## src/rtl/fetch_stage.sv

```systemverilog
// fetch_stage: owns the program counter, drives the instruction memory
// address, buffers fetched {pc, instruction} pairs in a 2-entry FIFO and
// hands them to decode over a valid/ready handshake. Redirects flush the
// buffer; fetching stops after a halt opcode is pushed.
module fetch_stage #(
  parameter int unsigned       ADDR_W   = 8,
  parameter int unsigned       INS_W    = 16,
  parameter logic [ADDR_W-1:0] RESET_PC = '0,
  parameter logic [3:0]        HALT_OP  = 4'hF
) (
  input  logic              clk,
  input  logic              reset,
  output logic [ADDR_W-1:0] imem_addr,
  input  logic [INS_W-1:0]  imem_data,
  input  logic              redirect_valid,
  input  logic [ADDR_W-1:0] redirect_pc,
  output logic              ins_valid,
  input  logic              ins_ready,
  output logic [INS_W-1:0]  ins_out,
  output logic [ADDR_W-1:0] ins_pc,
  output logic              halted
);

  // Architectural state
  logic [ADDR_W-1:0] pc_q, pc_d;
  logic [1:0]        count_q, count_d;
  logic              head_q, head_d;
  logic              halted_q, halted_d;
  logic [ADDR_W-1:0] fpc_q [2];
  logic [ADDR_W-1:0] fpc_d [2];
  logic [INS_W-1:0]  fins_q [2];
  logic [INS_W-1:0]  fins_d [2];

  // Handshake / control strobes
  logic       pop_s;
  logic       fetch_s;
  logic       wr_idx_s;
  logic [3:0] opcode_s;

  // Outputs are direct views of registered state
  assign imem_addr = pc_q;
  assign ins_valid = (count_q != 2'd0);
  assign ins_out   = fins_q[head_q];
  assign ins_pc    = fpc_q[head_q];
  assign halted    = halted_q;

  // Strobe decode: a full FIFO can still accept a push when the head leaves
  always_comb begin
    opcode_s = imem_data[INS_W-1 -: 4];
    pop_s    = ins_valid & ins_ready;
    fetch_s  = !halted_q && !redirect_valid && ((count_q < 2'd2) || pop_s);
    // With two entries the tail slot coincides with the head slot that is
    // being vacated, so head + count[0] is the write index in all cases.
    wr_idx_s = head_q ^ count_q[0];
  end

  // Next-state computation for PC, FIFO pointers, storage and halt flag
  always_comb begin
    pc_d     = pc_q;
    count_d  = count_q;
    head_d   = head_q;
    halted_d = halted_q;
    fpc_d    = fpc_q;
    fins_d   = fins_q;

    if (redirect_valid) begin
      // Redirect wins over fetch/halt; any same-cycle pop is absorbed by the flush
      pc_d     = redirect_pc;
      count_d  = 2'd0;
      head_d   = 1'b0;
      halted_d = 1'b0;
    end else begin
      if (fetch_s) begin
        fpc_d[wr_idx_s]  = pc_q;
        fins_d[wr_idx_s] = imem_data;
        pc_d             = pc_q + {{(ADDR_W-1){1'b0}}, 1'b1};
        if (opcode_s == HALT_OP) begin
          halted_d = 1'b1;
        end else begin
          halted_d = halted_q;
        end
      end else begin
        pc_d = pc_q;
      end

      if (pop_s) begin
        head_d = ~head_q;
      end else begin
        head_d = head_q;
      end

      case ({fetch_s, pop_s})
        2'b10:   count_d = count_q + 2'd1;
        2'b01:   count_d = count_q - 2'd1;
        default: count_d = count_q;
      endcase
    end
  end

  // State register with asynchronous active-low reset clearing all storage
  always_ff @(posedge clk or negedge reset) begin
    if (!reset) begin
      pc_q     <= RESET_PC;
      count_q  <= 2'd0;
      head_q   <= 1'b0;
      halted_q <= 1'b0;
      for (int i = 0; i < 2; i++) begin
        fpc_q[i]  <= '0;
        fins_q[i] <= '0;
      end
    end else begin
      pc_q     <= pc_d;
      count_q  <= count_d;
      head_q   <= head_d;
      halted_q <= halted_d;
      for (int i = 0; i < 2; i++) begin
        fpc_q[i]  <= fpc_d[i];
        fins_q[i] <= fins_d[i];
      end
    end
  end

endmodule

```

## config.mk

```make
export PLATFORM = sky130hd
export DESIGN_NAME = fetch_stage
export DESIGN_NICKNAME = d
export VERILOG_FILES = /design/src/rtl/fetch_stage.sv
export SDC_FILE = /design/constraint.sdc
export NUM_CORES = 1
export LEC_CHECK = 0
export ABC_AREA = 1
export ABC_CLOCK_PERIOD_IN_PS = 2950
export BUFFER_PORTS_ARGS = -buffer_cell sky130_fd_sc_hd__buf_2
export CAP_MARGIN = 20
export CORE_MARGIN = 2
export CORE_UTILIZATION = 53
export CTS_BUF_LIST = sky130_fd_sc_hd__clkbuf_16
export CTS_CLUSTER_SIZE = 8
export DETAILED_ROUTE_END_ITERATION = 12
export PLACE_DENSITY = 0.78
export SLEW_MARGIN = 40
export SYNTH_ARGS = -nofsm -noshare
export SYNTH_HDL_FRONTEND = slang
export SYNTH_SLANG_ARGS = --single-unit
```

## constraint.sdc

```tcl
create_clock -name clk -period 2.95 [get_ports clk]
set_input_delay 0.295 -clock clk [delete_from_list [all_inputs] [get_ports clk]]
set_output_delay 0.295 -clock clk [all_outputs]
set_load 0.03 [all_outputs]
```

== Yosys cells after proc, flatten, opt, wreduce, memory -nomap -nowiden ==
Cells that the tools add are included.

* Add/sub/neg operators: 3
* $lt $le $gt $ge: 4
* Eq/ne operators: 3
* Muxes and demuxes: 21
* Bitwise operators: 6
* Reduce and logical (&&, ||, !) cells: 13

{| class="wikitable"
|+ Operator list
! kind !! count
|-
| 16-bit two-way mux || 4
|-
| 8-bit two-way mux || 6
|-
| 32-bit bitwise mux || 1
|-
| 16-bit bitwise mux || 1
|-
| 16-bit demux with 1-bit select || 1
|-
| 8-bit by 1-bit adder with 8-bit output (second input constant) || 1
|-
| 8-bit demux with 1-bit select || 1
|-
| 2-bit nonzero test || 4
|-
| 1-bit two-way mux || 5
|-
| 4-bit equality test (second input constant) || 1
|-
| 2-bit >= comparator (second input constant) || 2
|-
| 1-bit NOT with 2-bit output || 2
|-
| 2-bit one-hot mux with 2 select lines || 1
|-
| 2-bit AND reduction || 2
|-
| 1-bit logical AND || 3
|-
| 3-bit nonzero test || 1
|-
| 2-bit by 1-bit adder with 2-bit output (second input constant) || 1
|-
| 2-bit by 1-bit equality test with 1-bit output (second input constant) || 1
|-
| 2-bit equality test (second input constant) || 1
|-
| 1-bit zero test || 2
|-
| 2-bit by 1-bit < comparator with 1-bit output (second input constant) || 1
|-
| 2-bit < comparator (second input constant) || 1
|-
| 2-bit two-way mux || 1
|-
| 1-bit NOT || 2
|-
| 4 further kinds || 4
|}

* Bits in registers: 60
* Input bits: 28
* Output and inout port bits: 34
* Word-level logic and storage cells: 58

== Logic depth before layout (Yosys ltp) ==
Gate-level depths: netlist (run 1).

* Word-level depth: 7
* Mapped depth: 9

== Worst setup path before layout (run 1) ==
Ideal clock, no wire load.

* Path kind: register to output
* Start: reg head_q
* End: out ins_out[13]
* Data arrival time: 1161 ps
* Setup slack: 1494 ps
* Stages on the path, launching flop included: 6
* Path through: dfrtp_1 buf_2 clkinv_1 clkbuf_1 nand2_1 nand2_1

* Word-level cells in the longest chain between the ends: 4

{| class="wikitable"
|+ Ends and longest elaborated chain
! what !! RTL line !! text
|-
| start: declaration || 27 || <nowiki>logic head_q, head_d;</nowiki>
|-
| start signal: assignment || 105 || <nowiki>head_q <= 1'b0;</nowiki>
|-
| start signal: assignment || 114 || <nowiki>head_q <= head_d;</nowiki>
|-
| 1-bit NOT with 2-bit output (not written as such) || 43 || <nowiki>assign ins_out = fins_q[head_q];</nowiki>
|-
| 16-bit two-way mux (not written as such) (3 in series) || 43 ||
|-
| end: declaration || 19 || <nowiki>output logic [INS_W-1:0] ins_out,</nowiki>
|}

Every way passes these cells. The select of a mux whose other input is x is not followed.

== Worst setup path in the final report (run 1) ==
* Start: reg head_q
* End: out ins_pc[4]

* Word-level cells in the longest chain between the ends: 4

{| class="wikitable"
|+ Ends and longest elaborated chain
! what !! RTL line !! text
|-
| 1-bit NOT with 2-bit output (not written as such) || 44 || <nowiki>assign ins_pc = fpc_q[head_q];</nowiki>
|-
| 8-bit two-way mux (not written as such) (3 in series) || 44 ||
|-
| end: declaration || 20 || <nowiki>output logic [ADDR_W-1:0] ins_pc,</nowiki>
|}

Every way passes these cells. The select of a mux whose other input is x is not followed.

==> impl_metrics.csv, run 1 <==
group,metric,value,unit
outcome,run_status,"completed",
critical_path,timing.critical_path.max_delay_family,"buffers and inverters",
sta,final-max-slew-violation-count,0,
critical_path,worst_setup_path_start_kind,"flip-flop",
logic_synthesis,synth_largest_type_area_fraction,0.531,
clocking,clkLatencyLatePin,0.32,ns
final_layout,layout.cell_area.non_filler,0.00339,mm^2
logic_synthesis,synth_nets,378,
power,totalPowerFinal,3.99,mW
logic_synthesis,postSynth.asyncResetShare,1.00,
route,drt_drc_violations_left,0,
clocking,cts_num_sinks,60,
logic_synthesis,yosys_warnings,0,
logic_synthesis,synth_top_family_by_area,"simple AND/OR/NAND/NOR gates",
route,route.vias.total,2408,
run,max_cap_viol_count,0,
die,floorplan.initialDensity,0.550,
final_layout,final_net_count,439,
die,row_count,26,
die,design.portCount,62,
grt,global_router_s_overall_resource_usage,0.218,
sta,clock.fmax,0.418,GHz
placement,placement_stage_worst_setup_slack,0.953,ns
sta,setup_tns,0,ns
logic_synthesis,cell_area_synth,0.00283,mm^2
placement,dp_hpwl,4.03,mm
sta,setup_violations,0,
placement,buffer_ports.inserted,61,
grt,grt_antenna_before_repair,0,
critical_path,crit_fanout,26,
sta,postLayoutSetupSlackWorst,0.558,ns
final_layout,post-route-util,0.660,
sta,max_slew.worst_pin.slew,0.808,ns
logic_synthesis,synth_cell_types,25,
logic_synthesis,synth.area.mux_share,0,
die,die_h,77.0,um
die,dieWidth,77.0,um
final_layout,layout-area-overhead-vs-synth,20.0,%
route,post_drt_wl_per_cell,12.5,um
power,p_clk_frac,0.219,
final_layout,fraction_of_layout_cells_with_a_size_suffix_above_1,0.210,
logic_synthesis,synth_area_per_cell,8.10,um^2
critical_path,cp_cell_sequence,"clkinv_1 -> nand2_1 -> nand2_1 -> buf_2",
clocking,path_clk_slew,0.05,ns
logic_synthesis,synth_seq_area_share,0.531,
power,switching_power,1.74,mW
logic_synthesis,synth.cells.most_frequent,"sky130_fd_sc_hd__nand2_1, sky130_fd_sc_hd__dfrtp_1, sky130_fd_sc_hd__inv_1",
logic_synthesis,number_of_cells_produced_by_synthesis,349,
placement,place_congestion,0.788,
logic_synthesis,flops_latches_synth,60,
clocking,htreeDepth,3,
sta,fin_crit_sh,0.811,
route,initialDrtViolationCount,202,
clocking,clock_tree.root_cell,"sky130_fd_sc_hd__clkbuf_16",
power,pwr-share-comb,0.427,
critical_path,timing_worst_setup_path_type,"reg -> out",
critical_path,path_common_cell,"sky130_fd_sc_hd__nand2_1",
logic_synthesis,post_synthesis_compound_gate_area_fraction,0.127,
die,design.core.area,0.00514,mm^2
route,drt_pass1_iterations,7,
die,die_area,0.00594,mm^2
grt,grt_pass1_vias,2217,
logic_synthesis,number_of_enable_flip_flop_cells_after_synthesis,0,
clocking,tritoncts_clock_tree,"done",
critical_path,cp_slowest_stage_delay,0.73,ns
logic_synthesis,synth_flop_cell,"sky130_fd_sc_hd__dfrtp_1",
grt,grt_start_max_net_pins,49,
logic_synthesis,post_synth_main_area_contributors,"sky130_fd_sc_hd__dfrtp_1, sky130_fd_sc_hd__nand2_1, sky130_fd_sc_hd__o21ai_0",
route,antenna_left,0,
hold_path,timing.hold.worst.class,"in -> reg",
sta,number_of_endpoints_with_negative_hold_slack_in_the_final_report,0,
clocking,tritoncts.num_buffers,9,
critical_path,buffering_stage_count_on_the_worst_path_with_inverters_included,2,
critical_path,cp_data_arrival_time,2.10,ns
final_layout,diodes,0,
logic_synthesis,simple_gate_share_of_the_synthesized_area,0.238,
power,power_report.internal_total,2.25,mW
route,routed_wl,6.03,mm
route,detail_route.vias_per_cell,4.98,
logic_synthesis,post_synth_xor_area_fraction,0.0124,
placement,placement.cell_area,0.00314,mm^2
power,vdd_drop_max,693,uV
grt,grt_first_pass_wirelength,10.2,mm
sta,slew_headroom,0.458,
power,p_leak,1.87,nW
power,sw_frac_of_total,0.436,
sta,fin_skew,0.00608,ns
sta,grt_setup_unrepaired,"false",
critical_path,worst_ep_required_time,2.65,ns
power,pwr-share-seq,0.355,
power,power_per_cell_area,1170,mW/mm^2
logic_synthesis,post-synth-top-area-cell,"sky130_fd_sc_hd__dfrtp_1",
clocking,clock_tree.buffer_depth,2,
logic_synthesis,post_synth_fa_ha_maj_area_fraction,0.00442,
sta,time_the_worst_path_needs_with_i_o_delays_and_setup,2.39,ns
clocking,postCtsResizedCells,0,
critical_path,cp_slowest_cell,"sky130_fd_sc_hd__clkinv_1",
grt,grt_remaining_overflow,0,
critical_path,worstSetupEndpointType,"output port",
logic_synthesis,yosysMostFrequentCell,"sky130_fd_sc_hd__nand2_1",
## sequential cells by signal, summed over array words and instances, names as in the netlist
name and cells:
count_q 2, fins_q 32, head_q 1, imem_addr 8, halted 1, fpc_q 16
## cell usage in the layout (no fill, tap or decap), drive strengths merged, types with 2 or more instances in the layout
| cell | count |
|---|---|
| a21oi | 2 |
| buf | 65 |
| clkbuf | 9 |
| clkinv | 6 |
| dfrtp | 60 |
| inv | 35 |
| nand2 | 151 |
| nand3 | 9 |
| nand4 | 2 |
| nor2 | 5 |
| o211ai | 4 |
| o21ai | 55 |
| o22ai | 2 |
| xor2 | 3 |
## path summary, 6_finish.rpt
path / start / to / slack, ns / depth (start not counted)
max: head_q / ins_pc[4] / 0.56 / 4
min: redirect_pc[4] / imem_addr[4] / 0.21 / 3
max reg2reg: head_q / head_q / 1.11 / 3
min reg2reg: fins_q[19] / fins_q[19] / 0.48 / 2
max in group asynchronous: reset / fpc_q[1] / 1.82 / 3
min in group asynchronous: reset / fins_q[9] / 0.48 / 2
## per-layer routing
metal  GRT usage  vias to the layer above  part of all wire
li1            -                     1231                 -
met1       0.294                     1102              0.47
met2       0.335                       70              0.47
met3      0.0565                        5             0.056
met4      0.0929                        0             0.010
met5           0                        -                 0
## layout make-up
| class | count | area (um^2) |
|---|---|---|
| fill | 442 | 1750 |
| sequential | 60 | 1500 |
| multi-input combinational | 238 | 1080 |
| timing repair buffer | 66 | 345 |
| clock buffer | 9 | 225 |
| inverter | 35 | 131 |
| tap | 70 | 87.6 |
| clock inverter | 6 | 23.8 |
## per-stage QoR
stage	hold WS (ns)	cells
floorplan	-0.000591	349
global placement	0.293	468
detailed placement	0.293	468
CTS	0.200	484
global route	0.227	484
finish	0.207	484
## repair_timing
item                      in CTS  in global routing
hold endpoints to repair      22                  0
setup buffers                  0                  0
hold buffers                   1                  0
## cells by family after synthesis
logic type      after synthesis
compound gates               63
xor+xnor                      4
fa+ha+maj                     1
buf+inv                      51
flops                        60
simple gates                170
## power by group through the flow
| stage | Combinational (mW) | Sequential, mW | Clock (mW) |
|---|---|---|---|
| after floorplan | 1.31 | 1.42 | 0 |
| after global placement | 1.67 | 1.41 | 0 |
| after detailed placement | 1.70 | 1.42 | 0 |
| after CTS | 1.71 | 1.41 | 0.888 |
| after global routing | 1.90 | 1.46 | 0.930 |
| final | 1.70 | 1.41 | 0.872 |
## worst register-to-register path: stages, from the launching register on
cell and delay, ns:
sky130_fd_sc_hd__dfrtp_1 0.51, sky130_fd_sc_hd__clkinv_1 0.73, sky130_fd_sc_hd__o21ai_0 0.38, sky130_fd_sc_hd__a21oi_1 0.07
No activity file was read; power rests on OpenSTA's default activity.
==> inputs of run 2 (changes only) <==
--- a/config.mk
+++ b/config.mk
@@ -6,7 +6,7 @@
 export NUM_CORES = 1
 export LEC_CHECK = 0
 export ABC_AREA = 1
-export ABC_CLOCK_PERIOD_IN_PS = 2950
+export ABC_CLOCK_PERIOD_IN_PS = 2370
 export BUFFER_PORTS_ARGS = -buffer_cell sky130_fd_sc_hd__buf_2
 export CAP_MARGIN = 20
 export CORE_MARGIN = 2
==> constraint.sdc (replaced) <==
create_clock -name clk -period 2.37 [get_ports clk]
set_input_delay 0.237 -clock clk [delete_from_list [all_inputs] [get_ports clk]]
set_output_delay 0.237 -clock clk [all_outputs]
set_load 0.03 [all_outputs]
==> run 2 against run 1 <==
Effect of this change: final area is 1.4% higher; first-iteration DRC count is 7.4% higher; register-to-register slack worse by 0.29 ns; sequential power is 25% higher; critical endpoint is now ins_pc[5].
==> impl_metrics.csv, run 2 (same netlist as run 1, synthesis figures left out) <==
group,metric,value,unit
die,die_area,0.00594,mm^2
clocking,tritoncts_clock_tree,"done",
die,row_count,26,
sta,setup_tns,0,ns
placement,dp_hpwl,4.07,mm
route,drt_pass1_iterations,4,
die,die_h,77.0,um
grt,grt_first_pass_wirelength,10.9,mm
route,antenna_left,0,
final_layout,regMostFlops,"fins_q",
die,design.portCount,62,
power,power_per_cell_area,1500,mW/mm^2
power,power_report.internal_total,2.94,mW
final_layout,most_used_cells_in_the_layout_excluding_fill_and_tap_cells,"sky130_fd_sc_hd__nand2_1, sky130_fd_sc_hd__buf_2, sky130_fd_sc_hd__dfrtp_1, sky130_fd_sc_hd__inv_1, sky130_fd_sc_hd__o21ai_0",
final_layout,fraction_of_layout_cells_with_a_size_suffix_above_1,0.214,
run,max_cap_viol_count,0,
hold_path,whs_path_depth,3,
sta,final-max-slew-violation-count,0,
final_layout,post-route-util,0.669,
power,sw_frac_of_total,0.431,
sta,time_the_worst_path_needs_with_i_o_delays_and_setup,1.90,ns
power,switching_power,2.22,mW
critical_path,reg2reg_to,"fpc_q[15]",
placement,place_congestion,0.778,
clocking,clock_tree.root_cell,"sky130_fd_sc_hd__clkbuf_16",
sta,hold_ws,0.149,ns
clocking,clkLatencyLatePin,0.33,ns
critical_path,regToRegStartpoint,"count_q[1]",
final_layout,largest_register_ff_count,32,
sta,grt_setup_unrepaired,"false",
hold_path,hp-start,"redirect_pc[4]",
placement,buffer_ports.inserted,61,
critical_path,reg2reg_depth,7,
power,pwr-share-seq,0.340,
sta,clock.fmax,0.527,GHz
sta,number_of_endpoints_with_negative_hold_slack_in_the_final_report,0,
final_layout,diodes,0,
die,floorplan.initialDensity,0.550,
power,p_leak,1.90,nW
sta,slew_headroom,0.646,
critical_path,worst_ep_required_time,2.13,ns
hold_path,timing.hold.worst.class,"in -> reg",
grt,grt_start_max_net_pins,49,
route,drt_drc_violations_left,0,
critical_path,timing.reg2reg.setup_slack,0.82,ns
route,detail_route.vias_per_cell,5.02,
die,design.core.area,0.00514,mm^2
clocking,tritoncts.num_buffers,9,
outcome,run_status,"completed",
route,route.vias.total,2436,
grt,grt_remaining_overflow,0,
critical_path,crit_fanout,17,
final_layout,most_common_cell_after_layout_fill_and_taps_aside,"sky130_fd_sc_hd__nand2_1",
power,vdd_drop_max,715,uV
clocking,postCtsResizedCells,0,
sta,fin_crit_sh,0.801,
clocking,htreeDepth,3,
power,p_clk_frac,0.237,
final_layout,layout-area-overhead-vs-synth,21.7,%
critical_path,timing_worst_setup_path_type,"reg -> out",
sta,max_slew.worst_pin.slew,0.532,ns
grt,grt_antenna_before_repair,0,
clocking,path_clk_slew,0.05,ns
hold_path,hold_end,"imem_addr[4]",
grt,grt_pass1_vias,2353,
critical_path,cp_data_arrival_time,1.66,ns
clocking,cts_num_sinks,60,
sta,setup_violations,0,
critical_path,worstSetupEndpointType,"output port",
sta,fin_skew,0.00462,ns
power,pwr-share-comb,0.423,
die,dieWidth,77.0,um
grt,global_router_s_overall_resource_usage,0.235,
final_layout,final_net_count,440,
route,initialDrtViolationCount,217,
route,routed_wl,6.25,mm
route,post_drt_wl_per_cell,12.9,um
clocking,clock_tree.buffer_depth,2,
critical_path,worst_setup_path_start_kind,"flip-flop",
[run 2: metal layers]
metal,routed length [um],GRT usage,up-vias
li1,-,-,1216
met3,345,0.0459,14
met5,0,0,-
met1,2770,0.302,1113
met2,2990,0.382,93
met4,138,0.116,0
[run 2: cell type report]
cell class	instances	area, um^2
sequential	60	1500
clock buffer	9	225
inverter	35	131
tap	70	87.6
fill	446	1700
multi-input combinational	238	1080
clock inverter	6	50.0
timing repair buffer	67	365
[run 2: timing repair]
action                     in CTS  in global routing
hold endpoints to repair       23                  0
hold buffers                    1                  0
buffers inserted                0                  0
setup endpoints to repair       0                  0
[run 2: worst max-delay path, cell delays in order (launching register included)]
cell	delay, ns
sky130_fd_sc_hd__dfrtp_1	0.43
sky130_fd_sc_hd__clkinv_1	0.29
sky130_fd_sc_hd__buf_4	0.30
sky130_fd_sc_hd__nand2_1	0.08
sky130_fd_sc_hd__nand2_1	0.06
sky130_fd_sc_hd__buf_2	0.17
[run 2: stage by stage]
step	power (mW)	instance area [um^2]	worst slack, ns	cells
finish	5.16	3440	0.471	485
global route	5.53	3440	0.352	485
CTS	5.19	3440	0.457	485
detailed placement	3.94	3160	0.791	469
global placement	3.87	3160	0.847	469
floorplan	3.39	2830	0.915	349
[run 2: how the worst max path moves through the flow]
| stage | start | cells past startpoint | to | slack (ns) |
|---|---|---|---|---|
| 3_5_place_dp | head_q | 5 | ins_pc[5] | 0.79 |
| 6_report | head_q | 5 | ins_pc[5] | 0.47 |
| 2_1_floorplan | halted | 7 | fins_q[0] | 0.91 |
| 5_1_grt | head_q | 5 | ins_pc[4] | 0.35 |
| 3_3_place_gp | count_q[0] | 3 | fins_q[8] | 0.85 |
| 4_1_cts | head_q | 5 | ins_pc[0] | 0.46 |
[run 2: power groups by stage]
stage	clock (mW)	combinational, mW	sequential (mW)
3_3_place_gp	0	2.13	1.74
6_report	1.22	2.18	1.76
5_1_grt	1.29	2.42	1.81
2_1_floorplan	0	1.63	1.77
3_5_place_dp	0	2.18	1.76
4_1_cts	1.24	2.20	1.75
